<file path="src/rtl/counter_scan_pkg.sv">
// Shared constants for the counter/scan display: digit width, seven-segment
// patterns ({g,f,e,d,c,b,a}, active-high) and the divide-ratio helper.
package counter_scan_pkg;

  localparam int unsigned DIGIT_W = 4;
  localparam int unsigned SEG_W   = 7;

  localparam logic [SEG_W-1:0] SEG_0     = 7'h3F;
  localparam logic [SEG_W-1:0] SEG_1     = 7'h06;
  localparam logic [SEG_W-1:0] SEG_2     = 7'h5B;
  localparam logic [SEG_W-1:0] SEG_3     = 7'h4F;
  localparam logic [SEG_W-1:0] SEG_4     = 7'h66;
  localparam logic [SEG_W-1:0] SEG_5     = 7'h6D;
  localparam logic [SEG_W-1:0] SEG_6     = 7'h7D;
  localparam logic [SEG_W-1:0] SEG_7     = 7'h07;
  localparam logic [SEG_W-1:0] SEG_8     = 7'h7F;
  localparam logic [SEG_W-1:0] SEG_9     = 7'h6F;
  localparam logic [SEG_W-1:0] SEG_A     = 7'h77;
  localparam logic [SEG_W-1:0] SEG_B     = 7'h7C;
  localparam logic [SEG_W-1:0] SEG_C     = 7'h39;
  localparam logic [SEG_W-1:0] SEG_D     = 7'h5E;
  localparam logic [SEG_W-1:0] SEG_E     = 7'h79;
  localparam logic [SEG_W-1:0] SEG_F     = 7'h71;
  localparam logic [SEG_W-1:0] SEG_BLANK = 7'h00;

  // Clock cycles per event at the requested rate.
  function automatic int unsigned div_ratio(input int unsigned clk_hz,
                                            input int unsigned rate_hz);
    return clk_hz / rate_hz;
  endfunction

endpackage

</file>
<file path="src/rtl/seg7_decode.sv">
// Combinational hex-to-seven-segment decoder with a blank override.
module seg7_decode
  import counter_scan_pkg::*;
(
  input  logic [DIGIT_W-1:0] value_i,
  input  logic               blank_i,
  output logic [SEG_W-1:0]   seg_c_o
);

  always_comb begin
    seg_c_o = SEG_BLANK;
    if (!blank_i) begin
      case (value_i)
        4'h0: seg_c_o = SEG_0;
        4'h1: seg_c_o = SEG_1;
        4'h2: seg_c_o = SEG_2;
        4'h3: seg_c_o = SEG_3;
        4'h4: seg_c_o = SEG_4;
        4'h5: seg_c_o = SEG_5;
        4'h6: seg_c_o = SEG_6;
        4'h7: seg_c_o = SEG_7;
        4'h8: seg_c_o = SEG_8;
        4'h9: seg_c_o = SEG_9;
        4'hA: seg_c_o = SEG_A;
        4'hB: seg_c_o = SEG_B;
        4'hC: seg_c_o = SEG_C;
        4'hD: seg_c_o = SEG_D;
        4'hE: seg_c_o = SEG_E;
        4'hF: seg_c_o = SEG_F;
      endcase
    end
  end

endmodule

</file>
<file path="src/rtl/counter_scan_display.sv">
// Tick prescaler, DIGITS-wide cascaded 163-style counter and multiplexed
// seven-segment scanner with optional leading-zero blanking.
module counter_scan_display
  import counter_scan_pkg::*;
#(
  parameter int unsigned CLK_HZ   = 50000000,
  parameter int unsigned COUNT_HZ = 1,
  parameter int unsigned SCAN_HZ  = 1000,
  parameter int unsigned DIGITS   = 4,
  parameter int unsigned MODULUS  = 10,
  parameter int unsigned BLANK_LZ = 0
) (
  input  logic                       clk,
  input  logic                       rst,
  input  logic                       clr_n,
  input  logic                       load_n,
  input  logic                       enp,
  input  logic                       ent,
  input  logic                       up,
  input  logic [DIGIT_W*DIGITS-1:0]  din,
  output logic [DIGIT_W*DIGITS-1:0]  count,
  output logic                       rco,
  output logic                       tick,
  output logic [SEG_W-1:0]           seg,
  output logic [DIGITS-1:0]          sel
);

  localparam int unsigned CNT_DIV  = div_ratio(CLK_HZ, COUNT_HZ);
  localparam int unsigned SCAN_DIV = div_ratio(CLK_HZ, SCAN_HZ);
  localparam int unsigned CNT_W    = $clog2(CNT_DIV);
  localparam int unsigned SCAN_W   = $clog2(SCAN_DIV);
  localparam int unsigned IDX_W    = (DIGITS > 1) ? $clog2(DIGITS) : 1;
  localparam int unsigned COUNT_W  = DIGIT_W * DIGITS;

  localparam logic [CNT_W-1:0]   CNT_LAST  = CNT_W'(CNT_DIV - 1);
  localparam logic [SCAN_W-1:0]  SCAN_LAST = SCAN_W'(SCAN_DIV - 1);
  localparam logic [IDX_W-1:0]   IDX_LAST  = IDX_W'(DIGITS - 1);
  localparam logic [DIGIT_W-1:0] DIG_MAX   = DIGIT_W'(MODULUS - 1);

  logic [CNT_W-1:0]   cnt_pre_q, cnt_pre_d;
  logic               tick_q, tick_d;
  logic [COUNT_W-1:0] count_q, count_d;
  logic [SCAN_W-1:0]  scan_pre_q, scan_pre_d;
  logic [IDX_W-1:0]   idx_q, idx_d;
  logic [SEG_W-1:0]   seg_q, seg_d;
  logic [DIGITS-1:0]  sel_q, sel_d;

  logic               all_max, all_zero;
  logic [DIGITS-1:0]  blank_vec;
  logic [DIGIT_W-1:0] cur_digit;
  logic               cur_blank;

  // Count prescaler; tick is high while the prescaler sits at its last value.
  always_comb begin
    cnt_pre_d = cnt_pre_q + CNT_W'(1);
    if (cnt_pre_q == CNT_LAST) begin
      cnt_pre_d = '0;
    end
    tick_d = (cnt_pre_d == CNT_LAST);
  end

  // Counter next state: clear > load (clamped) > count > hold, on tick edges only.
  always_comb begin : count_next
    logic               carry;
    logic [DIGIT_W-1:0] dig;
    count_d = count_q;
    carry   = 1'b1;
    dig     = '0;
    if (tick_q) begin
      if (!clr_n) begin
        count_d = '0;
      end else if (!load_n) begin
        for (int k = 0; k < int'(DIGITS); k++) begin
          dig = din[k*DIGIT_W +: DIGIT_W];
          count_d[k*DIGIT_W +: DIGIT_W] = (32'(dig) >= MODULUS) ? DIG_MAX : dig;
        end
      end else if (enp && ent) begin
        for (int k = 0; k < int'(DIGITS); k++) begin
          dig = count_q[k*DIGIT_W +: DIGIT_W];
          if (carry) begin
            if (up) begin
              count_d[k*DIGIT_W +: DIGIT_W] = (dig == DIG_MAX) ? '0 : dig + DIGIT_W'(1);
            end else begin
              count_d[k*DIGIT_W +: DIGIT_W] = (dig == '0) ? DIG_MAX : dig - DIGIT_W'(1);
            end
          end
          carry = carry & (up ? (dig == DIG_MAX) : (dig == '0));
        end
      end
    end
  end

  // Terminal-count detection for rco.
  always_comb begin
    all_max  = 1'b1;
    all_zero = 1'b1;
    for (int k = 0; k < int'(DIGITS); k++) begin
      all_max  = all_max  & (count_q[k*DIGIT_W +: DIGIT_W] == DIG_MAX);
      all_zero = all_zero & (count_q[k*DIGIT_W +: DIGIT_W] == '0);
    end
  end

  assign rco = ent & (up ? all_max : all_zero);

  // Scan prescaler and digit index.
  always_comb begin
    scan_pre_d = scan_pre_q + SCAN_W'(1);
    idx_d      = idx_q;
    if (scan_pre_q == SCAN_LAST) begin
      scan_pre_d = '0;
      idx_d      = (idx_q == IDX_LAST) ? '0 : idx_q + IDX_W'(1);
    end
  end

  // A digit is blanked when it and every digit above it are zero (never digit 0).
  always_comb begin : blank_scan
    logic zero_above;
    zero_above = 1'b1;
    blank_vec  = '0;
    for (int i = int'(DIGITS) - 1; i >= 0; i--) begin
      zero_above   = zero_above & (count_q[i*DIGIT_W +: DIGIT_W] == '0);
      blank_vec[i] = (BLANK_LZ != 0) && (i != 0) && zero_above;
    end
  end

  always_comb begin
    cur_digit = '0;
    cur_blank = 1'b0;
    for (int i = 0; i < int'(DIGITS); i++) begin
      if (IDX_W'(i) == idx_q) begin
        cur_digit = count_q[i*DIGIT_W +: DIGIT_W];
        cur_blank = blank_vec[i];
      end
    end
  end

  seg7_decode u_seg7_decode (
    .value_i (cur_digit),
    .blank_i (cur_blank),
    .seg_c_o (seg_d)
  );

  assign sel_d = ~(DIGITS'(1) << idx_q);

  always_ff @(posedge clk) begin
    if (!rst) begin
      cnt_pre_q  <= '0;
      tick_q     <= 1'b0;
      count_q    <= '0;
      scan_pre_q <= '0;
      idx_q      <= '0;
      seg_q      <= SEG_0;
      sel_q      <= ~DIGITS'(1);
    end else begin
      cnt_pre_q  <= cnt_pre_d;
      tick_q     <= tick_d;
      count_q    <= count_d;
      scan_pre_q <= scan_pre_d;
      idx_q      <= idx_d;
      seg_q      <= seg_d;
      sel_q      <= sel_d;
    end
  end

  assign count = count_q;
  assign tick  = tick_q;
  assign seg   = seg_q;
  assign sel   = sel_q;

endmodule

</file>
<file path="config.mk">
export PLATFORM = sky130hd
export DESIGN_NAME = counter_scan_display
export DESIGN_NICKNAME = d
export VERILOG_FILES = /design/src/rtl/counter_scan_pkg.sv /design/src/rtl/seg7_decode.sv /design/src/rtl/counter_scan_display.sv
export SDC_FILE = /design/constraint.sdc
export NUM_CORES = 1
export LEC_CHECK = 0
export ABC_AREA = 1
export CAP_MARGIN = 40
export CORE_MARGIN = 10
export CORE_UTILIZATION = 50
export CTS_BUF_LIST = sky130_fd_sc_hd__clkbuf_4 sky130_fd_sc_hd__clkbuf_8 sky130_fd_sc_hd__clkbuf_16
export CTS_CLUSTER_DIAMETER = 80
export DETAILED_ROUTE_END_ITERATION = 12
export PLACE_DENSITY = 0.75
export SKIP_LAST_GASP = 1
export SYNTH_ARGS = -nofsm -noshare
export SYNTH_HDL_FRONTEND = slang
export SYNTH_HIERARCHICAL = 1
export SYNTH_SLANG_ARGS = --single-unit
</file>
<file path="constraint.sdc">
create_clock -name clk -period 2.3 [get_ports clk]
set_input_delay 0.345 -clock clk [delete_from_list [all_inputs] [get_ports clk]]
set_output_delay 0.345 -clock clk [all_outputs]
set_load 0.01 [all_outputs]
</file>
==> impl_metrics.yaml <==
run_status:
  outcome: "finished, final reports clean"
logic_synthesis:
  synthCells: 735
  ys_warn_count: 6
  synthFlopType: "dfxtp_1"
  synth_seq_cells: 72
  yosys-top-cells-area: "dfxtp_1, nand2_1, nor2_1"
  avgSynthCellArea_sq_um: 6.49
  yosysTopAreaCellShare_pct: 30.2
  synth-async-reset-ratio_pct: 0
  syn_area_sq_um: 4770
  yosysTopAreaCell: "dfxtp_1"
  synth_nets: 782
  yosysMostFrequentCell: "nand2_1"
  synth_commonest_cells: "nand2_1, nor2_1, inv_1"
  ys_seq_area_share_pct: 30.2
  yosysUniqueCellTypes: 44
  synth_edf_count: 0
sta:
  setup_viol: 0
  rsz0062_at_grt: "yes"
  skew_ns: 0.0105
  holdWs_ns: 0.459
  fin_crit_ns: 2.14
  period_share_pct: 92.9
  setup_ws_ns: 0.163
  slew_viol_final: 0
  clock.fmax_ghz: 0.468
  finalSetupTns_ns: 0
  finalHoldViolCount: 0
critical_path:
  cpPeakStageDelay_ns: 0.34
  crit_buf_inv: 3
  crit_type: "reg2reg"
  cp.arrival_ns: 2.38
  cpMaxStageDelayCell: "dfxtp_1"
  critPathRequiredTime_ns: 2.55
  crit_path_end_kind: "flip-flop"
  path_max_fanout: 4
  crit_family: "simple AND/OR/NAND/NOR gates"
  rrSetupSlack_ns: 0.16
  critPathLaunchType: "flip-flop"
  path_cells: "inv_2, ha_2, inv_1, o21ai_1, o211ai_1, a22oi_2, buf_4, ha_1, nand2_1, nand2_1, nand2_1, nand2_1, nor2_1, or2_2"
  path_common_cell: "nand2_1"
route:
  dr.first_iter.drc_count: 444
  num_vias: 5084
  ant_nets: 0
  wl_per_cell_um: 14.0
  viasPerCell: 5.32
  routed_wl_um: 13400
  post-route-drc-count: 0
  drt_first_pass_iters: 5
layout:
  syn2layout_area_growth_pct: 23.9
  fin_area_sq_um: 5910
  drive_gt1_share_pct: 14.5
  diodes: 0
  seq_area_sq_um: 1440
  final_nets: 869
  multi_input_area_sq_um: 2940
  fillers: 893
cts:
  clock-sinks: 72
  clockBufferDepth: 2
  cts_root_buf: "clkbuf_8"
  cts_tree: "yes"
  clk_pin_slew_ns: 0.08
  cts_hold_buf: 0
  postCtsSetupBuffers: 0
  cts_max_level: 3
  cts_made_buffers: 9
  clk_latency_ns: 0.35
power:
  finalPower_mw: 2.49
  ir_drop_mv: 0.305
  clkPwrFrac_pct: 41.2
  pwr-share-seq_pct: 51.0
  combPwrFrac_pct: 7.8
  swShare_pct: 24.6
  p_sw_uw: 613
  internal_power_mw: 1.88
  power_density_nw_per_um2: 421
  leakage_nw: 2.44
grt:
  overflow: 0
  antenna_found_initial: 0
  grt_max_degree: 37
  grt_pass1_vias: 4842
  grt_pass1_wl_um: 22700
  grt_usage_pct: 19.1
floorplanning:
  dieHeight_um: 118
  rows: 35
  die-width_um: 118
  dieArea_sq_um: 13800
  core-area_sq_um: 9280
  ios: 52
  start_util_pct: 51.3
run:
  drv_cap: 0
placement:
  port_buffers: 51
  place_worst_setup_slack_ns: -0.119
  placed_cell_area_sq_um: 5660
  gp_congestion: 0.939
  place_hpwl_um: 10500
worst_hold_path:
  hold_class: "reg2reg"
[state kept, by name (all words and copies together) (netlist names)]
register	cells
tick	1
seg	7
cnt_pre_q	26
sel	4
count	16
scan_pre_q	16
idx_q	2
[layer usage]
layer | up-vias | global-route usage (%) | routed length (um)
li1 | 2575 | - | -
met1 | 2321 | 24.1 | 6080
met2 | 154 | 31.6 | 6230
met3 | 34 | 3.55 | 743
met4 | 0 | 6.96 | 323
met5 | - | 0 | 0
[placed cells by master (no fill, tap or decap), types with 13 or more instances in the layout]
cell type        Yosys  final
clkdlybuf4s50_1      0     50
a21oi_1             55     54
ha_1                24     18
inv_1               82     79
dfxtp_1             72     70
buf_4                1     42
nand2_1            167    167
nand4_1             17     17
nand3_1             62     62
nor3_1              13     13
o21ai_0             37     34
nor2_1              92     91
[power by group through the flow]
stage | Sequential [mW] | Clock, mW | Combinational (mW)
after floorplan | 1.30 | 0 | 0.100
after global placement | 1.30 | 0 | 0.188
after detailed placement | 1.30 | 0 | 0.193
after CTS | 1.27 | 1.05 | 0.193
after global routing | 1.27 | 1.11 | 0.217
final | 1.27 | 1.02 | 0.194
[stage by stage]
stage | utilization, % | instances
finish | 63.6 | 955
CTS | 63.2 | 955
floorplan | - | 735
detailed placement | 60.9 | 940
global route | 63.6 | 955
global placement | 60.9 | 940
[worst reg2reg max path, delay by kind of cell, from the launching register on]
kind	cells	cell delay, ns
buffers and inverters	3	0.31
DFF	1	0.34
adders and majority gates	2	0.35
and+or+nand+nor	6	0.60
AOI/OAI and AO/OA	3	0.45
[cells by family after synthesis]
family	share of synthesized area, %
flip-flops	30.2
XOR/XNOR	1.65
AND/OR/NAND/NOR	37.3
AO/OA/AOI/OAI	15.2
other	0.0787
buffers and inverters	9.27
adder cells (fa/ha/maj)	6.30
[area by class of cell]
type / instances / area share [%]
inverter: 91 / 5.83
sequential: 72 / 24.4
multi-input combinational: 555 / 49.8
timing repair buffer: 93 / 13.9
clock inverter: 5 / 0.953
clock buffer: 10 / 2.33
tap: 129 / 2.73
[timing repair]
item	CTS	global route
pin swaps	1	3
gates resized for setup	6	18
setup endpoints to repair	1	8
[worst paths after layout]
| check | to | from | depth (start not counted) |
|---|---|---|---|
| hold reg to reg | scan_pre_q[0] | scan_pre_q[0] | 1 |
| setup / recovery | seg[3] | idx_q[0] | 14 |
| setup reg to reg | seg[3] | idx_q[0] | 14 |
| hold / removal | scan_pre_q[0] | scan_pre_q[0] | 1 |
No activity file was read; power rests on OpenSTA's default activity.
